**src/rtl/countdown_timer.sv**
```systemverilog
// countdown_timer
//   Loadable down-counting timer. A start in IDLE loads load_val, the count
//   then decrements once per clock to zero, and a one-cycle done pulse marks
//   the terminal count. With auto_reload high at the terminal edge the timer
//   reloads the captured start value and keeps running.
//
// Ports:
//   clk         - clock, rising edge
//   rst_n       - asynchronous active-low reset
//   start       - load-and-run request, sampled only in IDLE
//   load_val    - start/reload value, sampled with start
//   pause       - level, suspends counting in RUN/HOLD
//   abort       - level, cancels an active count (no done)
//   auto_reload - sampled on the terminal edge; 1 = reload and keep running
//   cnt         - current count (registered)
//   busy        - high in RUN or HOLD
//   done        - registered one-cycle terminal-count pulse
module countdown_timer #(
    parameter int unsigned WIDTH = 8
) (
    input  logic             clk,
    input  logic             rst_n,
    input  logic             start,
    input  logic [WIDTH-1:0] load_val,
    input  logic             pause,
    input  logic             abort,
    input  logic             auto_reload,
    output logic [WIDTH-1:0] cnt,
    output logic             busy,
    output logic             done
);

    typedef enum logic [1:0] {
        IDLE = 2'd0,
        RUN  = 2'd1,
        HOLD = 2'd2
    } state_t;

    localparam logic [WIDTH-1:0] ONE = WIDTH'(1);

    state_t           state_q, state_d;
    logic [WIDTH-1:0] cnt_q, cnt_d;
    logic [WIDTH-1:0] reload_q, reload_d;
    logic             done_q, done_d;

    always_ff @(posedge clk or negedge rst_n) begin
        if (!rst_n) begin
            state_q  <= IDLE;
            cnt_q    <= '0;
            reload_q <= '0;
            done_q   <= 1'b0;
        end else begin
            state_q  <= state_d;
            cnt_q    <= cnt_d;
            reload_q <= reload_d;
            done_q   <= done_d;
        end
    end

    // Priority in active states: abort, then pause, then decrement/terminal.
    always_comb begin
        state_d  = state_q;
        cnt_d    = cnt_q;
        reload_d = reload_q;
        done_d   = 1'b0;
        unique case (state_q)
            IDLE: begin
                if (start) begin
                    if (load_val != '0) begin
                        cnt_d    = load_val;
                        reload_d = load_val;
                        state_d  = RUN;
                    end else begin
                        // Zero-length request completes immediately.
                        done_d = 1'b1;
                    end
                end
            end
            RUN: begin
                if (abort) begin
                    cnt_d   = '0;
                    state_d = IDLE;
                end else if (pause) begin
                    state_d = HOLD;
                end else if (cnt_q == ONE) begin
                    // Terminal at 1 so the count never wraps below zero.
                    done_d = 1'b1;
                    if (auto_reload) begin
                        cnt_d = reload_q;
                    end else begin
                        cnt_d   = '0;
                        state_d = IDLE;
                    end
                end else begin
                    cnt_d = cnt_q - ONE;
                end
            end
            HOLD: begin
                if (abort) begin
                    cnt_d   = '0;
                    state_d = IDLE;
                end else if (!pause) begin
                    // Resume edge does not decrement.
                    state_d = RUN;
                end
            end
            default: begin
                state_d = IDLE;
            end
        endcase
    end

    assign cnt  = cnt_q;
    assign busy = (state_q != IDLE);
    assign done = done_q;

endmodule
```
**config.mk**
```make
export PLATFORM = sky130hd
export DESIGN_NAME = countdown_timer
export DESIGN_NICKNAME = d
export VERILOG_FILES = /design/src/rtl/countdown_timer.sv
export SDC_FILE = /design/constraint.sdc
export NUM_CORES = 1
export LEC_CHECK = 0
export ABC_AREA = 0
export CAP_MARGIN = 20
export CELL_PAD_IN_SITES_DETAIL_PLACEMENT = 0
export CELL_PAD_IN_SITES_GLOBAL_PLACEMENT = 1
export CORE_ASPECT_RATIO = 1.4
export CORE_MARGIN = 8
export CORE_UTILIZATION = 42
export DETAILED_ROUTE_END_ITERATION = 10
export PLACE_DENSITY = 0.86
export SYNTH_ARGS = -nofsm -noshare
export SYNTH_HDL_FRONTEND = slang
export SYNTH_SLANG_ARGS = --single-unit
```
**constraint.sdc**
```tcl
create_clock -name clk -period 3 [get_ports clk]
set_clock_uncertainty 0.15 [all_clocks]
set_input_delay 0.75 -clock clk [delete_from_list [all_inputs] [get_ports clk]]
set_output_delay 0.75 -clock clk [all_outputs]
set_load 0.1 [all_outputs]
```
# After elaboration in Yosys (flattened, before gate mapping)
# Index checks and enable logic that the tools add are counted.
[classes] n_mux=23 n_reduce_logical=7 n_addsub=1 eq_ne=10
[op_table] cell="8-bit 2-to-1 mux" count=7
[op_table] cell="8-bit case mux with 3 select lines" count=1
[op_table] cell="2-bit 2-to-1 mux" count=8
[op_table] cell="5-bit AND reduction" count=2
[op_table] cell="8-bit by 1-bit equality test with 1-bit output, second input constant" count=1
[op_table] cell="4-bit != test, second input constant" count=2
[op_table] cell="8-bit nonzero test" count=1
[op_table] cell="8-bit by 1-bit subtractor with 8-bit output, second input constant" count=1
[op_table] cell="2-bit != test, second input constant" count=3
[op_table] cell="3-bit != test, second input constant" count=2
[op_table] cell="2-bit case mux with 3 select lines" count=1
[op_table] cell="1-bit 2-to-1 mux" count=5
[op_table] cell="3-bit AND reduction" count=1
[op_table] cell="3-bit nonzero test" count=1
[op_table] cell="2-bit by 1-bit equality test with 1-bit output, second input constant" count=1
[op_table] cell="2-bit equality test, second input constant" count=1
[op_table] cell="2-bit zero test" count=1
[op_table] cell="1-bit case mux with 2 select lines" count=1
[op_table] cell="2-bit nonzero test" count=1
[word_totals] word_cells=45 regBits=19 output_inout_bits=10

# Depth between registers and ports, before layout
# Gate-level depths: netlist (run 1).
[logic_depth] word_depth=5 ltp_mapped=7

# Least setup slack after synthesis (run 1)
# Ideal clock, no wire load.
[synth_timing] path_kind="register to register" startpoint="register cnt_q[0], in the netlist cnt[0]" endpoint="register state_q[0]" synth_period_minus_slack_ps=2605 stages_incl_launch_ff=6 setup_ps=125 arrival_time_ps=2330 setup_slack_ps=395 cell_sequence="dfrtp_1 ha_1 nor2b_1 nand3b_2 a211oi_2 mux2_2"
[synth_via] elab_chain_cells=3
[synth_rtl] element="start, declared" line="42" text="logic [WIDTH-1:0] cnt_q, cnt_d;"
[synth_rtl] element="start signal, assigned" line="54" text="cnt_q <= cnt_d;"
[synth_rtl] element="8-bit by 1-bit equality test with 1-bit output" line="85" text="end else if (cnt_q == ONE) begin"
[synth_rtl] element="4-bit != test (no line)"
[synth_rtl] element="5-bit AND reduction (no line)"
[synth_rtl] element="end signal, assigned" line="53" text="state_q <= state_d;"
[synth_rtl] element="end, declared" line="41" text="state_t state_q, state_d;"
# Every way passes these cells.
# A chain may end at the register's enable or synchronous reset.

# Worst setup path in the final report (run 1)
[layout_timing] startpoint="input port load_val[6]" endpoint="register cnt_q[0], in the netlist cnt[0]"
[layout_via] elab_chain_cells=3
[layout_rtl] element="start, declared" line="24" text="input logic [WIDTH-1:0] load_val,"
[layout_rtl] element="8-bit nonzero test" line="69" text="if (load_val != '0) begin"
[layout_rtl] element="2-bit != test (no line)"
[layout_rtl] element="5-bit AND reduction (no line)"
# Every way passes these cells.

==> results of run 1 <==
[layer usage]
metal	share of wire	GRT usage	vias to the layer above
met5	0	0	-
met4	0.016	0.0445	0
met3	0.049	0.0306	4
met2	0.52	0.236	24
met1	0.41	0.130	477
li1	-	-	520
[final cells by class]
| class | count | area [um2] | share of cell area |
|---|---|---|---|
| clock buffer | 3 | 41.3 | 0.0268 |
| inverter | 10 | 37.5 | 0.0244 |
| multi-input combinational | 98 | 723 | 0.469 |
| sequential | 19 | 475 | 0.308 |
| tap | 37 | 46.3 | 0.0300 |
| clock inverter | 1 | 5.00 | 0.00325 |
| timing repair buffer | 24 | 213 | 0.138 |
[power groups by stage]
stage / logic, mW / registers (mW) / clock network, mW
floorplan: 0.619 / 0.863 / 0
global placement: 1.21 / 0.506 / 0
detailed placement: 1.22 / 0.517 / 0
CTS: 1.22 / 0.513 / 0.179
global route: 1.31 / 0.531 / 0.191
finish: 1.21 / 0.510 / 0.176
[registers in the layout, summed over array words and instances, names as in the netlist]
register and flops:
cnt 8, done 1, reload_q 8, state_q 2
[final timing paths]
path | to | slack, ns | depth (start not counted)
setup / recovery | cnt[0]$_DFFE_PN0P_ | 0.59 | 5
hold / removal | reload_q[1]$_DFFE_PN0P_ | 0.36 | 1
setup reg to reg | state_q[0]$_DFFE_PN0P_ | 0.80 | 5
hold reg to reg | reload_q[1]$_DFFE_PN0P_ | 0.36 | 1
max in group asynchronous | reload_q[4]$_DFFE_PN0P_ | 1.81 | 2
min in group asynchronous | cnt[7]$_DFFE_PN0P_ | 0.68 | 2
[layout by cell type, fill, tap and decap left out, types with 5 or more instances in the layout]
cell type        synthesis  final
dfrtp_1                 19     19
clkdlybuf4s50_1          0     13
nor2_1                  11     11
buf_4                    0     11
inv_1                   10     10
nand2_1                  9      9
mux2_2                   9      9
a21oi_1                  9      9
o21ai_0                  6      6
ha_1                     6      6
nand2b_1                 5      5
a31oi_1                  5      5
[cells by family (layout without fill, tap and decap cells)]
logic type	Yosys count	in the layout	synth area share
AO/OA/AOI/OAI	39	39	0.220
XOR/XNOR	3	3	0.0209
adder cells (fa/ha/maj)	6	6	0.0598
buffers and inverters	13	38	0.0449
flip-flops	19	19	0.379
multiplexers	9	9	0.0808
AND/OR/NAND/NOR	41	41	0.194
[per-stage QoR]
| step | util | hold slack, ns |
|---|---|---|
| after floorplan | - | 0.304 |
| after global placement | 0.525 | 0.335 |
| after detailed placement | 0.525 | 0.343 |
| after CTS | 0.541 | 0.360 |
| after global routing | 0.541 | 0.368 |
| final | 0.541 | 0.358 |
==> impl_metrics.tcl, run 1 <==
set metrics [dict create \
    synthFlopType "dfrtp_1" \
    cts_sinks 19 \
    maxCapViolations 0 \
    grt_pass1_vias 1091 \
    hpwl_um 2280 \
    p_seq_frac 0.269 \
    critPathMaxStageDelay_ns 0.46 \
    switching_share 0.538 \
    slowest_stage "clkdlybuf4s50_1" \
    relSlewSlack 0.681 \
    p_comb_frac 0.638 \
    worstPathCellList "clkdlybuf4s50_1 -> nor4_2 -> a21boi_1 -> o221a_4 -> a22o_1" \
    syn-cell-area_um2 1250 \
    synth_warnings 0 \
    drt_iter0_markers 37 \
    holdCritStartpoint "reload_q[1]$_DFFE_PN0P_" \
    synthTopCellsByCount "dfrtp_1 (19), nor2_1 (11), inv_1 (10)" \
    dp_slack_ns 0.341 \
    finalNonFillerCells 192 \
    cts_max_level 1 \
    placed_area_um2 1500 \
    rr_startpoint "cnt[0]$_DFFE_PN0P_" \
    antenna_found_initial 0 \
    drv_slew 0 \
    peakVddDrop_mv 0.908 \
    p_leak_nw 0.670 \
    worstPathArrival_ns 2.40 \
    worstPathMaxFanout 16 \
    die_area_um2 5020 \
    post_cts_buffers 0 \
    cp.buffers_inverters 1 \
    area_delta_synth_final_pct 22.8 \
    syn_area_per_cell_um2 9.65 \
    overflow 0 \
    die_width_um 62.2 \
    p_int_uw 876 \
    finalPower_mw 1.90 \
    cts_hold_buf 0 \
    fin_crit_ns 2.41 \
    vias 1025 \
    p_sw_mw 1.02 \
    io_buffers 23 \
    initial_core_util 0.440 \
    start_kind "input port" \
    fill_cells 254 \
    wl_per_cell_um 15.0 \
    nets 176 \
    first_pass_iters 4 \
    routed_wl_um 2890 \
    cts-buffers-inserted 3 \
    place.gp.congestion 0.810 \
    power_density_nw_per_um2 1230 \
    hold_viol_final 0 \
    design_area_um2 1540 \
    synth_top_area_frac 0.379 \
    finalSetupViolCount 0 \
    ioPinCount 24 \
    die_y_um 80.7 \
    clockBufferDepth 2 \
    grt_first_pass_wirelength_um 5100 \
    setup_tns_ns 0 \
    hp-class "reg2reg" \
    rsz0062_at_grt "no" \
    end_kind "flop" \
    layout-drive-gt1-share 0.200 \
    synth_edf_count 0 \
    async_flop_share 1.00 \
    synth_top_cell_by_area "dfrtp_1" \
    timing.fmax_ghz 0.415 \
    period_share 0.802 \
    tritoncts "yes" \
    syn_nets 150 \
    viasPerCell 5.34 \
    rows 23 \
    postRouteAntennaNets 0 \
    worstSkewPairLatency_ns 0.25 \
    clkPwrFrac 0.093 \
    synth_area_leaders "dfrtp_1 (38%), mux2_2 (8.1%), ha_1 (6.0%), a21oi_1 (3.6%), nor2_1 (3.3%)" \
    synth-seq-cells 19 \
    status "finished, final reports clean" \
    tightestPinTransition_ns 0.479 \
    path_class "in2reg" \
    cts_root_buffer "clkbuf_8" \
    startpoint "load_val[6]" \
    seq_area_frac_synth 0.379 \
    yosys.cell_types.count 39 \
    placedCellCount 188 \
    critPathRequiredTime_ns 3.00 \
    core_area_um2 2850 \
    netlist_instances 130 \
    drc 0 \
    synth.most_common_cell "dfrtp_1" \
    clk_pin_slew_ns 0.07 \
    antenna_cells 0 \
    cts_resized 0 \
    crit_family "compound AO/OA/AOI/OAI gates" \
    fin_ws_ns 0.593 \
    grt_max_degree 20 \
    grt_use_total 0.125 \
]
No activity file was read; power rests on OpenSTA's default activity.
==> run 2, diff against run 1 <==
--- a/config.mk
+++ b/config.mk
@@ -11,9 +11,9 @@
 export CELL_PAD_IN_SITES_GLOBAL_PLACEMENT = 1
 export CORE_ASPECT_RATIO = 1.4
 export CORE_MARGIN = 8
-export CORE_UTILIZATION = 42
+export CORE_UTILIZATION = 39
 export DETAILED_ROUTE_END_ITERATION = 10
-export PLACE_DENSITY = 0.86
+export PLACE_DENSITY = 0.81
 export SYNTH_ARGS = -nofsm -noshare
 export SYNTH_HDL_FRONTEND = slang
 export SYNTH_SLANG_ARGS = --single-unit
==> constraint.sdc (replaced) <==
create_clock -name clk -period 2.55 [get_ports clk]
set_clock_uncertainty 0.15 [all_clocks]
set_input_delay 0.6375 -clock clk [delete_from_list [all_inputs] [get_ports clk]]
set_output_delay 0.6375 -clock clk [all_outputs]
set_load 0.1 [all_outputs]
==> run 2 against run 1 <==
Effect of this change:
- critical path depth up 1
- sequential power rose by 19%
- wire length rose by 6.5%
- critical path type unchanged
- largest cell class unchanged
- largest power group unchanged
==> impl_metrics.tcl, run 2 (synthesis results as in run 1) <==
set metrics [dict create \
    status "finished, final reports clean" \
    grt_first_pass_wirelength_um 5250 \
    clockBufferDepth 2 \
    ff2ff_setup_slack_ns 0.33 \
    cts_hold_buf 0 \
    hp-class "reg2reg" \
    postRouteAntennaNets 0 \
    core_area_um2 3090 \
    final_common_cell "dfrtp_1" \
    fin_worst_hold_slack_ns 0.367 \
    rr_startpoint "cnt[1]$_DFFE_PN0P_" \
    wl_per_cell_um 15.5 \
    path_depth 6 \
    power_density_nw_per_um2 1440 \
    path_class "in2reg" \
    antenna_found_initial 0 \
    finalNonFillerCells 199 \
    tritoncts "yes" \
    critPathRequiredTime_ns 2.53 \
    crit_family "compound AO/OA/AOI/OAI gates" \
    period_share 0.882 \
    routed_wl_um 3080 \
    slowest_stage "clkdlybuf4s50_1" \
    worstPathArrival_ns 2.23 \
    hpwl_um 2430 \
    fin_crit_ns 2.25 \
    start_kind "input port" \
    rsz0062_at_grt "no" \
    drv_slew 0 \
    clk_pin_slew_ns 0.07 \
    hold_viol_final 0 \
    grt_pass1_vias 1092 \
    peakVddDrop_mv 1.02 \
    die_width_um 63.9 \
    worstSkewPairLatency_ns 0.26 \
    maxCapViolations 0 \
    layout-drive-gt1-share 0.225 \
    cp.buffers_inverters 1 \
    nets 181 \
    reg2reg_depth 6 \
    overflow 0 \
    drt_iter0_markers 40 \
    relSlewSlack 0.762 \
    hold_depth 1 \
    worstPathMaxFanout 16 \
    worstPathCellList "clkdlybuf4s50_1 -> nor4_2 -> a21boi_1 -> o221a_4 -> a21oi_1 -> a31oi_1" \
    placedCellCount 195 \
    viasPerCell 5.29 \
    critPathMaxStageDelay_ns 0.46 \
    r2r-end "state_q[0]$_DFFE_PN0P_" \
    first_pass_iters 4 \
    p_leak_nw 0.696 \
    cts_sinks 19 \
    antenna_cells 0 \
    timing.fmax_ghz 0.444 \
    holdPathEnd "reload_q[6]$_DFFE_PN0P_" \
    tightestPinTransition_ns 0.353 \
    cts_max_level 1 \
    multi_input_area_um2 723 \
    initial_core_util 0.406 \
    mostFrequentLayoutCells "dfrtp_1 (18), buf_4 (15), clkdlybuf4s50_1 (13)" \
    end_kind "flop" \
    register_area_um2 477 \
    cts-buffers-inserted 3 \
    grt_max_degree 20 \
    vias 1053 \
    setup_tns_ns 0 \
    die_y_um 83.1 \
    place.gp.congestion 0.814 \
    finalSetupViolCount 0 \
    cts_resized 0 \
    rows 24 \
    holdCritStartpoint "reload_q[6]$_DFFE_PN0P_" \
    grt_use_total 0.120 \
    fill_cells 297 \
    area_delta_synth_final_pct 27.0 \
    cts_root_buffer "clkbuf_8" \
    die_area_um2 5310 \
    ioPinCount 24 \
    io_buffers 23 \
    drc 0 \
    post_cts_buffers 0 \
]
-- run 2: changes by cell type in the layout (fill, tap and decap cells not counted), sizes merged --
cell,previous run,this run
clkinv,1,0
clkbuf,3,4
buf,11,16
-- run 2: layout make-up --
| type | count | share of cell area |
|---|---|---|
| multi-input cells | 98 | 0.454 |
| flip-flops and latches | 19 | 0.299 |
| clock buffers | 4 | 0.0283 |
| well taps | 39 | 0.0306 |
| repair buffers | 29 | 0.165 |
| inverters | 10 | 0.0235 |
-- run 2: power by group --
| group | leakage, nW | switching, mW | total (mW) | internal [mW] |
|---|---|---|---|---|
| Sequential | 0.229 | 0.158 | 0.606 | 0.448 |
| Clock | 0.0228 | 0.101 | 0.212 | 0.111 |
| Combinational | 0.444 | 0.961 | 1.48 | 0.517 |
| Total | 0.696 | 1.22 | 2.30 | 1.08 |
-- run 2: how the worst max path moves through the flow --
stage	start	end
floorplan	cnt[1]$_DFFE_PN0P_	state_q[0]$_DFFE_PN0P_
global placement	load_val[6]	cnt[0]$_DFFE_PN0P_
detailed placement	load_val[2]	cnt[7]$_DFFE_PN0P_
CTS	load_val[2]	cnt[7]$_DFFE_PN0P_
global route	cnt[1]$_DFFE_PN0P_	state_q[0]$_DFFE_PN0P_
finish	load_val[2]	cnt[7]$_DFFE_PN0P_
-- run 2: routing by layer --
metal | track usage | vias to the layer above | wire length, um
li1 | - | 526 | -
met3 | 0.0296 | 2 | 123
met4 | 0.0387 | 0 | 19
met5 | 0 | - | 0
met2 | 0.211 | 25 | 1610
met1 | 0.137 | 500 | 1320
-- run 2: through the flow --
step / total power, mW / util / setup slack [ns] / instance area [um2]
6_report: 2.30 / 0.515 / 0.300 / 1590
5_1_grt: 2.45 / 0.515 / 0.157 / 1590
4_1_cts: 2.32 / 0.515 / 0.302 / 1590
3_5_place_dp: 2.10 / 0.501 / 0.0182 / 1550
3_3_place_gp: 2.07 / 0.501 / 0.0460 / 1550
2_1_floorplan: 1.74 / - / 0.112 / 1260
==> run 3, diff against run 2 <==
--- a/config.mk
+++ b/config.mk
@@ -13,7 +13,7 @@
 export CORE_MARGIN = 8
 export CORE_UTILIZATION = 39
 export DETAILED_ROUTE_END_ITERATION = 10
-export PLACE_DENSITY = 0.81
+export PLACE_DENSITY = 0.78
 export SYNTH_ARGS = -nofsm -noshare
 export SYNTH_HDL_FRONTEND = slang
 export SYNTH_SLANG_ARGS = --single-unit
==> run 3 against run 2 <==
Effect of this change:
- maximum frequency up 1.1%
- non-clock buffer count rose by 2
- sequential cell count unchanged
- sequential share of layout area down 0.28 points
- register-to-register slack improved by 0.10 ns
- worst hold slack worse by 0.0083 ns
- worst setup slack better by 0.025 ns
- first-iteration DRC count rose by 25%
- sequential power about the same
- critical path type unchanged
- largest power group unchanged
==> impl_metrics.tcl, run 3 (synthesis results as in run 1) <==
set metrics [dict create \
    register_area_um2 477 \
    grt_max_degree 20 \
    final_common_cell "dfrtp_1" \
    hp-class "reg2reg" \
    worstPathArrival_ns 2.20 \
    core_area_um2 3090 \
    fin_crit_ns 2.22 \
    vias 1061 \
    tightestPinTransition_ns 0.363 \
    start_kind "input port" \
    die_area_um2 5310 \
    path_class "in2reg" \
    rsz0062_at_grt "no" \
    ioPinCount 24 \
    dp_slack_ns 0.0491 \
    multi_input_area_um2 723 \
    setup_tns_ns 0 \
    cts_root_buffer "clkbuf_8" \
    peakVddDrop_mv 1.02 \
    power_density_nw_per_um2 1440 \
    hold_viol_final 0 \
    fill_cells 299 \
    initial_core_util 0.406 \
    finalSetupViolCount 0 \
    hpwl_um 2520 \
    grt_use_total 0.120 \
    first_pass_iters 4 \
    cts_max_level 1 \
    worstSkewPairLatency_ns 0.25 \
    overflow 0 \
    antenna_found_initial 0 \
    worstPathCellList "clkdlybuf4s50_1 -> nor4_2 -> a21boi_1 -> o221a_4 -> a21oi_1 -> a31oi_1" \
    nets 183 \
    fin_worst_hold_slack_ns 0.359 \
    wl_per_cell_um 16.0 \
    drv_slew 0 \
    period_share 0.873 \
    status "finished, final reports clean" \
    slowest_stage "clkdlybuf4s50_1" \
    fin_ws_ns 0.325 \
    cts_hold_buf 0 \
    final_core_util 0.520 \
    die_width_um 63.9 \
    placed_area_um2 1560 \
    grt_first_pass_wirelength_um 5310 \
    cts-buffers-inserted 3 \
    p_leak_nw 0.707 \
    post_cts_buffers 0 \
    routed_wl_um 3210 \
    clockBufferDepth 2 \
    viasPerCell 5.28 \
    end_kind "flop" \
    maxCapViolations 0 \
    relSlewSlack 0.756 \
    layout-drive-gt1-share 0.235 \
    cts_sinks 19 \
    critPathRequiredTime_ns 2.53 \
    drc 0 \
    mostFrequentLayoutCells "dfrtp_1 (18), buf_4 (17), clkdlybuf4s50_1 (13)" \
    timing.fmax_ghz 0.449 \
    grt_pass1_vias 1153 \
    antenna_cells 0 \
    worstPathMaxFanout 16 \
    crit_family "compound AO/OA/AOI/OAI gates" \
    design_area_um2 1610 \
    drt_iter0_markers 50 \
    critPathMaxStageDelay_ns 0.46 \
    area_delta_synth_final_pct 28.2 \
    tritoncts "yes" \
    rows 24 \
    place.gp.congestion 0.783 \
    io_buffers 23 \
    clk_pin_slew_ns 0.07 \
    die_y_um 83.1 \
    cp.buffers_inverters 1 \
    postRouteAntennaNets 0 \
    cts_resized 0 \
]
-- run 3: cell types whose count changed in the layout (fill, tap and decap cells not counted), sizes merged --
cell,delta
buf,+2
-- run 3: per-layer routing --
metal | track usage | wire, um | vias up | part of all wire
met5 | 0 | 0 | - | 0
met4 | 0.0305 | 19 | 0 | 0.0059
met3 | 0.0255 | 121 | 2 | 0.038
met2 | 0.220 | 1650 | 21 | 0.51
met1 | 0.133 | 1420 | 503 | 0.44
li1 | - | - | 535 | -
-- run 3: per-stage QoR --
stage,power [mW],std cells
after floorplan,1.74,130
after global placement,2.09,197
after detailed placement,2.12,197
after CTS,2.34,201
after global routing,2.47,201
final,2.32,201
-- run 3: layout make-up --
class,instances,area share
clock buffer,4,0.0280
timing repair buffer,31,0.173
multi-input combinational,98,0.449
inverter,10,0.0233
sequential,19,0.296
tap,39,0.0303
-- run 3: worst register-to-register path, delay by kind of cell, from the launching register on --
kind               cells  cell delay (ns)
and+or+nand+nor        2             0.74
DFF                    1             0.45
muxes                  1             0.36
AOI/OAI and AO/OA      1             0.30
-- run 3: report_power, final --
part	leakage, nW	switching, mW	internal (mW)
registers	0.229	0.158	0.448
clock network	0.0228	0.0977	0.111
logic	0.455	0.974	0.529
-- run 3: worst paths after layout --
check / from / endpoint / slack (ns) / depth (start not counted)
setup / recovery: load_val[6] / cnt[7]$_DFFE_PN0P_ / 0.33 / 6
hold / removal: reload_q[6]$_DFFE_PN0P_ / reload_q[6]$_DFFE_PN0P_ / 0.36 / 1
setup reg to reg: cnt[5]$_DFFE_PN0P_ / state_q[0]$_DFFE_PN0P_ / 0.43 / 4
hold reg to reg: reload_q[6]$_DFFE_PN0P_ / reload_q[6]$_DFFE_PN0P_ / 0.36 / 1
max in group asynchronous: rst_n / cnt[0]$_DFFE_PN0P_ / 1.45 / 2
min in group asynchronous: rst_n / state_q[1]$_DFFE_PN0P_ / 0.57 / 2
